[config.mk]
export PLATFORM = sky130hd
export DESIGN_NAME = id_ex_operand_stage
export DESIGN_NICKNAME = d
export VERILOG_FILES = /design/src/rtl/id_ex_operand_stage.sv
export SDC_FILE = /design/constraint.sdc
export NUM_CORES = 1
export LEC_CHECK = 0
export CORE_MARGIN = 10
export CORE_UTILIZATION = 39
export DETAILED_ROUTE_END_ITERATION = 16
export PLACE_DENSITY = 0.8
export SYNTH_ARGS = -nofsm -noshare
export SYNTH_HDL_FRONTEND = slang
export SYNTH_SLANG_ARGS = --single-unit
export TNS_END_PERCENT = 50
[constraint.sdc]
create_clock -name clk -period 5.3 [get_ports clk]
set_input_delay 0.795 -clock clk [delete_from_list [all_inputs] [get_ports clk]]
set_output_delay 0.795 -clock clk [all_outputs]
set_load 0.01 [all_outputs]
[src/rtl/id_ex_operand_stage.sv]
// rtl/id_ex_operand_stage.sv - ID->EX pipeline register with MEM/WB operand forwarding
//
// Captures one decoded instruction per valid/ready handshake and presents ALU
// operands from the EX stage. The operands are chosen from the captured
// register data or forwarded from MEM or WB.
// Ports:
//   clk, rst                      clock and synchronous active-high reset
//   id_*                          decoded instruction from ID, id_ready handshake back
//   mem_rd_*, wb_rd_*             forwarding sources (write enables are valid-qualified)
//   ex_stall, flush               downstream hold and branch redirect
//   ex_valid, oprand_a/b, alu_sel, ex_store_data, ex_rd_*, ex_is_load   EX outputs
//   load_use_stall                one-cycle bubble request for a load-use hazard
module id_ex_operand_stage #(
    parameter int DATA_W = 32,
    parameter int REG_AW = 5
) (
    input  logic              clk,
    input  logic              rst,
    input  logic              id_valid,
    output logic              id_ready,
    input  logic [DATA_W-1:0] id_pc,
    input  logic [DATA_W-1:0] id_imm,
    input  logic [REG_AW-1:0] id_rs1_addr,
    input  logic [REG_AW-1:0] id_rs2_addr,
    input  logic [DATA_W-1:0] id_rs1_data,
    input  logic [DATA_W-1:0] id_rs2_data,
    input  logic              id_use_rs1,
    input  logic              id_use_rs2,
    input  logic              id_src_a_pc,
    input  logic              id_src_b_imm,
    input  logic [3:0]        id_alu_sel,
    input  logic [REG_AW-1:0] id_rd_addr,
    input  logic              id_rd_we,
    input  logic              id_is_load,
    input  logic [REG_AW-1:0] mem_rd_addr,
    input  logic              mem_rd_we,
    input  logic [DATA_W-1:0] mem_rd_data,
    input  logic [REG_AW-1:0] wb_rd_addr,
    input  logic              wb_rd_we,
    input  logic [DATA_W-1:0] wb_rd_data,
    input  logic              ex_stall,
    input  logic              flush,
    output logic              ex_valid,
    output logic [DATA_W-1:0] oprand_a,
    output logic [DATA_W-1:0] oprand_b,
    output logic [3:0]        alu_sel,
    output logic [DATA_W-1:0] ex_store_data,
    output logic [REG_AW-1:0] ex_rd_addr,
    output logic              ex_rd_we,
    output logic              ex_is_load,
    output logic              load_use_stall
);

    logic              ex_valid_q,  ex_valid_d;
    logic [DATA_W-1:0] pc_q,        pc_d;
    logic [DATA_W-1:0] imm_q,       imm_d;
    logic [REG_AW-1:0] rs1_addr_q,  rs1_addr_d;
    logic [REG_AW-1:0] rs2_addr_q,  rs2_addr_d;
    logic [DATA_W-1:0] rs1_data_q,  rs1_data_d;
    logic [DATA_W-1:0] rs2_data_q,  rs2_data_d;
    logic              src_a_pc_q,  src_a_pc_d;
    logic              src_b_imm_q, src_b_imm_d;
    logic [3:0]        alu_sel_q,   alu_sel_d;
    logic [REG_AW-1:0] rd_addr_q,   rd_addr_d;
    logic              rd_we_q,     rd_we_d;
    logic              is_load_q,   is_load_d;

    logic [DATA_W-1:0] fwd_rs1;
    logic [DATA_W-1:0] fwd_rs2;
    logic              hazard_rs1;
    logic              hazard_rs2;

    // MEM is the younger producer, so it takes precedence over WB; x0 is never forwarded.
    always_comb begin
        fwd_rs1 = rs1_data_q;
        if (mem_rd_we && mem_rd_addr == rs1_addr_q && mem_rd_addr != '0)
            fwd_rs1 = mem_rd_data;
        else if (wb_rd_we && wb_rd_addr == rs1_addr_q && wb_rd_addr != '0)
            fwd_rs1 = wb_rd_data;

        fwd_rs2 = rs2_data_q;
        if (mem_rd_we && mem_rd_addr == rs2_addr_q && mem_rd_addr != '0)
            fwd_rs2 = mem_rd_data;
        else if (wb_rd_we && wb_rd_addr == rs2_addr_q && wb_rd_addr != '0)
            fwd_rs2 = wb_rd_data;
    end

    assign hazard_rs1     = id_use_rs1 && (id_rs1_addr == rd_addr_q);
    assign hazard_rs2     = id_use_rs2 && (id_rs2_addr == rd_addr_q);
    assign load_use_stall = ex_valid_q && is_load_q && rd_we_q && (rd_addr_q != '0)
                            && id_valid && (hazard_rs1 || hazard_rs2);
    assign id_ready       = !ex_stall && !load_use_stall && !flush;

    assign ex_valid      = ex_valid_q;
    assign oprand_a      = ex_valid_q ? (src_a_pc_q  ? pc_q  : fwd_rs1) : '0;
    assign oprand_b      = ex_valid_q ? (src_b_imm_q ? imm_q : fwd_rs2) : '0;
    assign ex_store_data = ex_valid_q ? fwd_rs2 : '0;
    assign alu_sel       = alu_sel_q;
    assign ex_rd_addr    = rd_addr_q;
    assign ex_rd_we      = rd_we_q && ex_valid_q;
    assign ex_is_load    = is_load_q && ex_valid_q;

    always_comb begin
        ex_valid_d  = ex_valid_q;
        pc_d        = pc_q;
        imm_d       = imm_q;
        rs1_addr_d  = rs1_addr_q;
        rs2_addr_d  = rs2_addr_q;
        rs1_data_d  = rs1_data_q;
        rs2_data_d  = rs2_data_q;
        src_a_pc_d  = src_a_pc_q;
        src_b_imm_d = src_b_imm_q;
        alu_sel_d   = alu_sel_q;
        rd_addr_d   = rd_addr_q;
        rd_we_d     = rd_we_q;
        is_load_d   = is_load_q;

        if (flush) begin
            ex_valid_d = 1'b0;
        end else if (ex_stall) begin
            // Soak up forwarded values while held: a producer may leave WB mid-stall.
            rs1_data_d = fwd_rs1;
            rs2_data_d = fwd_rs2;
        end else if (load_use_stall) begin
            ex_valid_d = 1'b0;
        end else if (id_valid) begin
            ex_valid_d  = 1'b1;
            pc_d        = id_pc;
            imm_d       = id_imm;
            rs1_addr_d  = id_rs1_addr;
            rs2_addr_d  = id_rs2_addr;
            rs1_data_d  = id_rs1_data;
            rs2_data_d  = id_rs2_data;
            src_a_pc_d  = id_src_a_pc;
            src_b_imm_d = id_src_b_imm;
            alu_sel_d   = id_alu_sel;
            rd_addr_d   = id_rd_addr;
            rd_we_d     = id_rd_we;
            is_load_d   = id_is_load;
        end else begin
            ex_valid_d = 1'b0;
        end
    end

    always_ff @(posedge clk) begin
        if (rst) begin
            ex_valid_q  <= 1'b0;
            pc_q        <= '0;
            imm_q       <= '0;
            rs1_addr_q  <= '0;
            rs2_addr_q  <= '0;
            rs1_data_q  <= '0;
            rs2_data_q  <= '0;
            src_a_pc_q  <= 1'b0;
            src_b_imm_q <= 1'b0;
            alu_sel_q   <= '0;
            rd_addr_q   <= '0;
            rd_we_q     <= 1'b0;
            is_load_q   <= 1'b0;
        end else begin
            ex_valid_q  <= ex_valid_d;
            pc_q        <= pc_d;
            imm_q       <= imm_d;
            rs1_addr_q  <= rs1_addr_d;
            rs2_addr_q  <= rs2_addr_d;
            rs1_data_q  <= rs1_data_d;
            rs2_data_q  <= rs2_data_d;
            src_a_pc_q  <= src_a_pc_d;
            src_b_imm_q <= src_b_imm_d;
            alu_sel_q   <= alu_sel_d;
            rd_addr_q   <= rd_addr_d;
            rd_we_q     <= rd_we_d;
            is_load_q   <= is_load_d;
        end
    end

endmodule

==> flow_summary.ini <==
[run_status]
status = finished, final reports clean

[sta]
relSlewSlack = 0.2457
clock_skew_ns = 0.01125
holdWs_ns = 0.4943
slew_viol_final = 0
setup_viol = 0
fmax_mhz = 204.3
hold_viol = 0
worst_slew_pin_slew_ns = 1.132
post-route-period-util = 0.9238
final.min_clock_period_ns = 4.896
rsz0062_at_grt = no
tns_ns = 0

[clocking]
postCtsSetupBuffers = 0
insertion_delay_ns = 0.42
htree_levels = 4
numCtsBuffers = 17
cts_buffer_depth = 2
ctsHoldBuffers = 0
clock_sinks = 152
cts_root_buf = clkbuf_16
cts_tree = done
clk_pin_slew_worst_paths_ns = 0.07
cts_resized = 0

[worst_setup_path]
crit_top_cell = clkdlybuf4s50_1
slowest_stage = or4_1
required_ns = 4.51
start_kind = input port
cp-end-kind = primary output
worst_path_largest_cell_delay_ns = 0.56
crit_cells = 9
cp_num_buf_inv = 3
crit_family = buffers and inverters
worstPathCellList = clkdlybuf4s50_1 -> or4_1 -> o21a_1 -> nand3_2 -> buf_4 -> nand2_1 -> a31oi_1 -> and2_1 -> clkdlybuf4s50_1
crit_arrival_ns = 4.10
rr_worst_depth = 7
critPathKind = in -> out
cp_max_fo = 26

[route]
vias = 9550
wire_per_inst_um = 22.92
drc = 0
dr.pass1.iters = 5
dr.first_iter.drc_count = 1023
routed_via_density = 5.729
routed_wl_um = 38220
ant_nets = 0

[synth]
synth_edf_count = 0
synth_warnings = 0
async_reset_ff_frac = 0
synth-seq-cells = 152
synthTopCellsByCount = nor2_1 (180), dfxtp_1 (152), nand2_1 (151)
yosysUniqueCellTypes = 34
syn_inst = 1093
synth.area.top_cells = dfxtp_1 (35%), mux2i_1 (10%), nor2_1 (7.8%)
postSynthAreaPerCell_um2 = 7.943
synth_top_cell_by_area = dfxtp_1
ys.flop_type = dfxtp_1
syn-num-nets = 1327
synth_area_um2 = 8682
synth.top_cell.area_share = 0.3505
ys_seq_area_frac = 0.3505
synth.most_common_cell = nor2_1

[floorplan]
rows = 54
die-area_um2 = 28630
ios = 344
die_x_um = 169.2
fp.coreArea_um2 = 21890
die_h_um = 169.2
start_util = 0.3966

[placement]
place_congestion = 0.8957
port_buffers = 343
place.detailed.hpwl_um = 27590

[hold_path]
hold_path_depth = 2
worstHoldPathType = reg -> reg

[final_layout]
register_area_um2 = 3043
drive_above_1_share = 0.04710
fillerInstances = 1983
multi_input_area_um2 = 5223
area_delta_synth_final_pct = 48.23
final_nets = 1601

[pwr]
power.density_nw_per_um2 = 229.9
vdd_drop_max_mv = 0.2164
p_leak_nw = 5.336

[job]
cap_viol_max_count = 0

[grt]
grt_pass1_vias = 9215
grt_overflow_total = 0
grt_max_degree = 128
antenna_found_initial = 7
grt_usage = 0.2503
grt_pass1_wl_um = 56180
final cells by class:
| type | instances | area share |
|---|---|---|
| clock buffer | 17 | 0.03305 |
| timing repair buffer | 362 | 0.2835 |
| sequential | 152 | 0.2364 |
| antenna | 7 | 0.001361 |
| tap | 280 | 0.02722 |
| multi-input combinational | 831 | 0.4058 |
| inverter | 3 | 0.0009722 |
| clock inverter | 15 | 0.01167 |
cell usage in the layout (no fill, tap or decap), types with 2 or more instances in the layout:
| cell | count |
|---|---|
| inv_6 | 4 |
| o2bb2ai_1 | 20 |
| buf_4 | 14 |
| and4_1 | 42 |
| or4_2 | 2 |
| o211ai_1 | 2 |
| nand4_1 | 4 |
| nand2_1 | 151 |
| buf_12 | 6 |
| o31ai_1 | 2 |
| inv_8 | 6 |
| dfxtp_1 | 152 |
| a31oi_1 | 62 |
| clkdlybuf4s50_1 | 342 |
| nor2_2 | 2 |
| and2_1 | 36 |
| nand3_1 | 28 |
| and3_1 | 64 |
| a22o_1 | 42 |
| nor2_1 | 178 |
| a31o_2 | 2 |
| nor3_1 | 3 |
| clkbuf_16 | 17 |
| clkinvlp_4 | 3 |
| xor2_1 | 14 |
| xnor2_1 | 16 |
| a211o_1 | 62 |
| or4_1 | 3 |
| diode_2 | 7 |
| mux2i_1 | 87 |
registers in the layout, indices dropped and copies added (netlist names):
| signal | cells |
|---|---|
| ex_valid | 1 |
| alu_sel | 4 |
| rs1_data_q | 32 |
| rs2_data_q | 32 |
| rs1_addr_q | 5 |
| rs2_addr_q | 5 |
| is_load_q | 1 |
| imm_q | 32 |
| ex_rd_addr | 5 |
| src_a_pc_q | 1 |
| pc_q | 32 |
| rd_we_q | 1 |
| src_b_imm_q | 1 |
metal layers:
layer / GRT usage / wire length (µm)
met4: 0.1126 / 1243
met2: 0.4016 / 18020
met5: 0 / 0
met1: 0.3104 / 15440
met3: 0.06299 / 3505
path summary, 6_finish.rpt:
check | startpoint | endpoint | slack [ns]
setup reg to reg | ex_valid$_SDFFE_PP0N_ | rs2_data_q[24]$_SDFFE_PP0P_ | 2.19
setup / recovery | wb_rd_addr[1] | ex_store_data[25] | 0.40
hold / removal | imm_q[30]$_SDFFE_PP0P_ | imm_q[30]$_SDFFE_PP0P_ | 0.49
hold reg to reg | imm_q[30]$_SDFFE_PP0P_ | imm_q[30]$_SDFFE_PP0P_ | 0.49
through the flow:
step	utilization	setup WS, ns	std cells	cell area, µm²	power [mW]
6_report	0.5879	0.4041	1667	12870	2.958
5_1_grt	0.5877	0.2832	1665	12860	3.061
4_1_cts	0.5871	0.4240	1660	12850	2.976
3_5_place_dp	0.5608	0.4286	1628	12280	1.765
3_3_place_gp	0.5608	0.4942	1628	12280	1.756
2_1_floorplan	-	1.835	1093	8682	1.466
cell families after synthesis:
kind of cell | share of synthesized area
AO/OA/AOI/OAI | 0.1824
XOR/XNOR | 0.03026
buffers and inverters | 0.05275
flip-flops | 0.3505
multiplexers | 0.1003
AND/OR/NAND/NOR | 0.2838
report_power, final:
group	internal (mW)	leakage (nW)	switching, mW
Sequential	1.19	1.24	0.0313
Clock	0.630	0.275	0.583
Combinational	0.276	3.82	0.246
worst register-to-register path: stages, from the launching register on:
cell      delay (ns)
dfxtp_1         0.70
buf_4           0.36
and2_1          0.19
o2111a_1        0.37
a311o_2         0.78
buf_12          0.30
nor2_1          0.08
a211o_1         0.22
No activity file was read; power rests on OpenSTA's default activity.
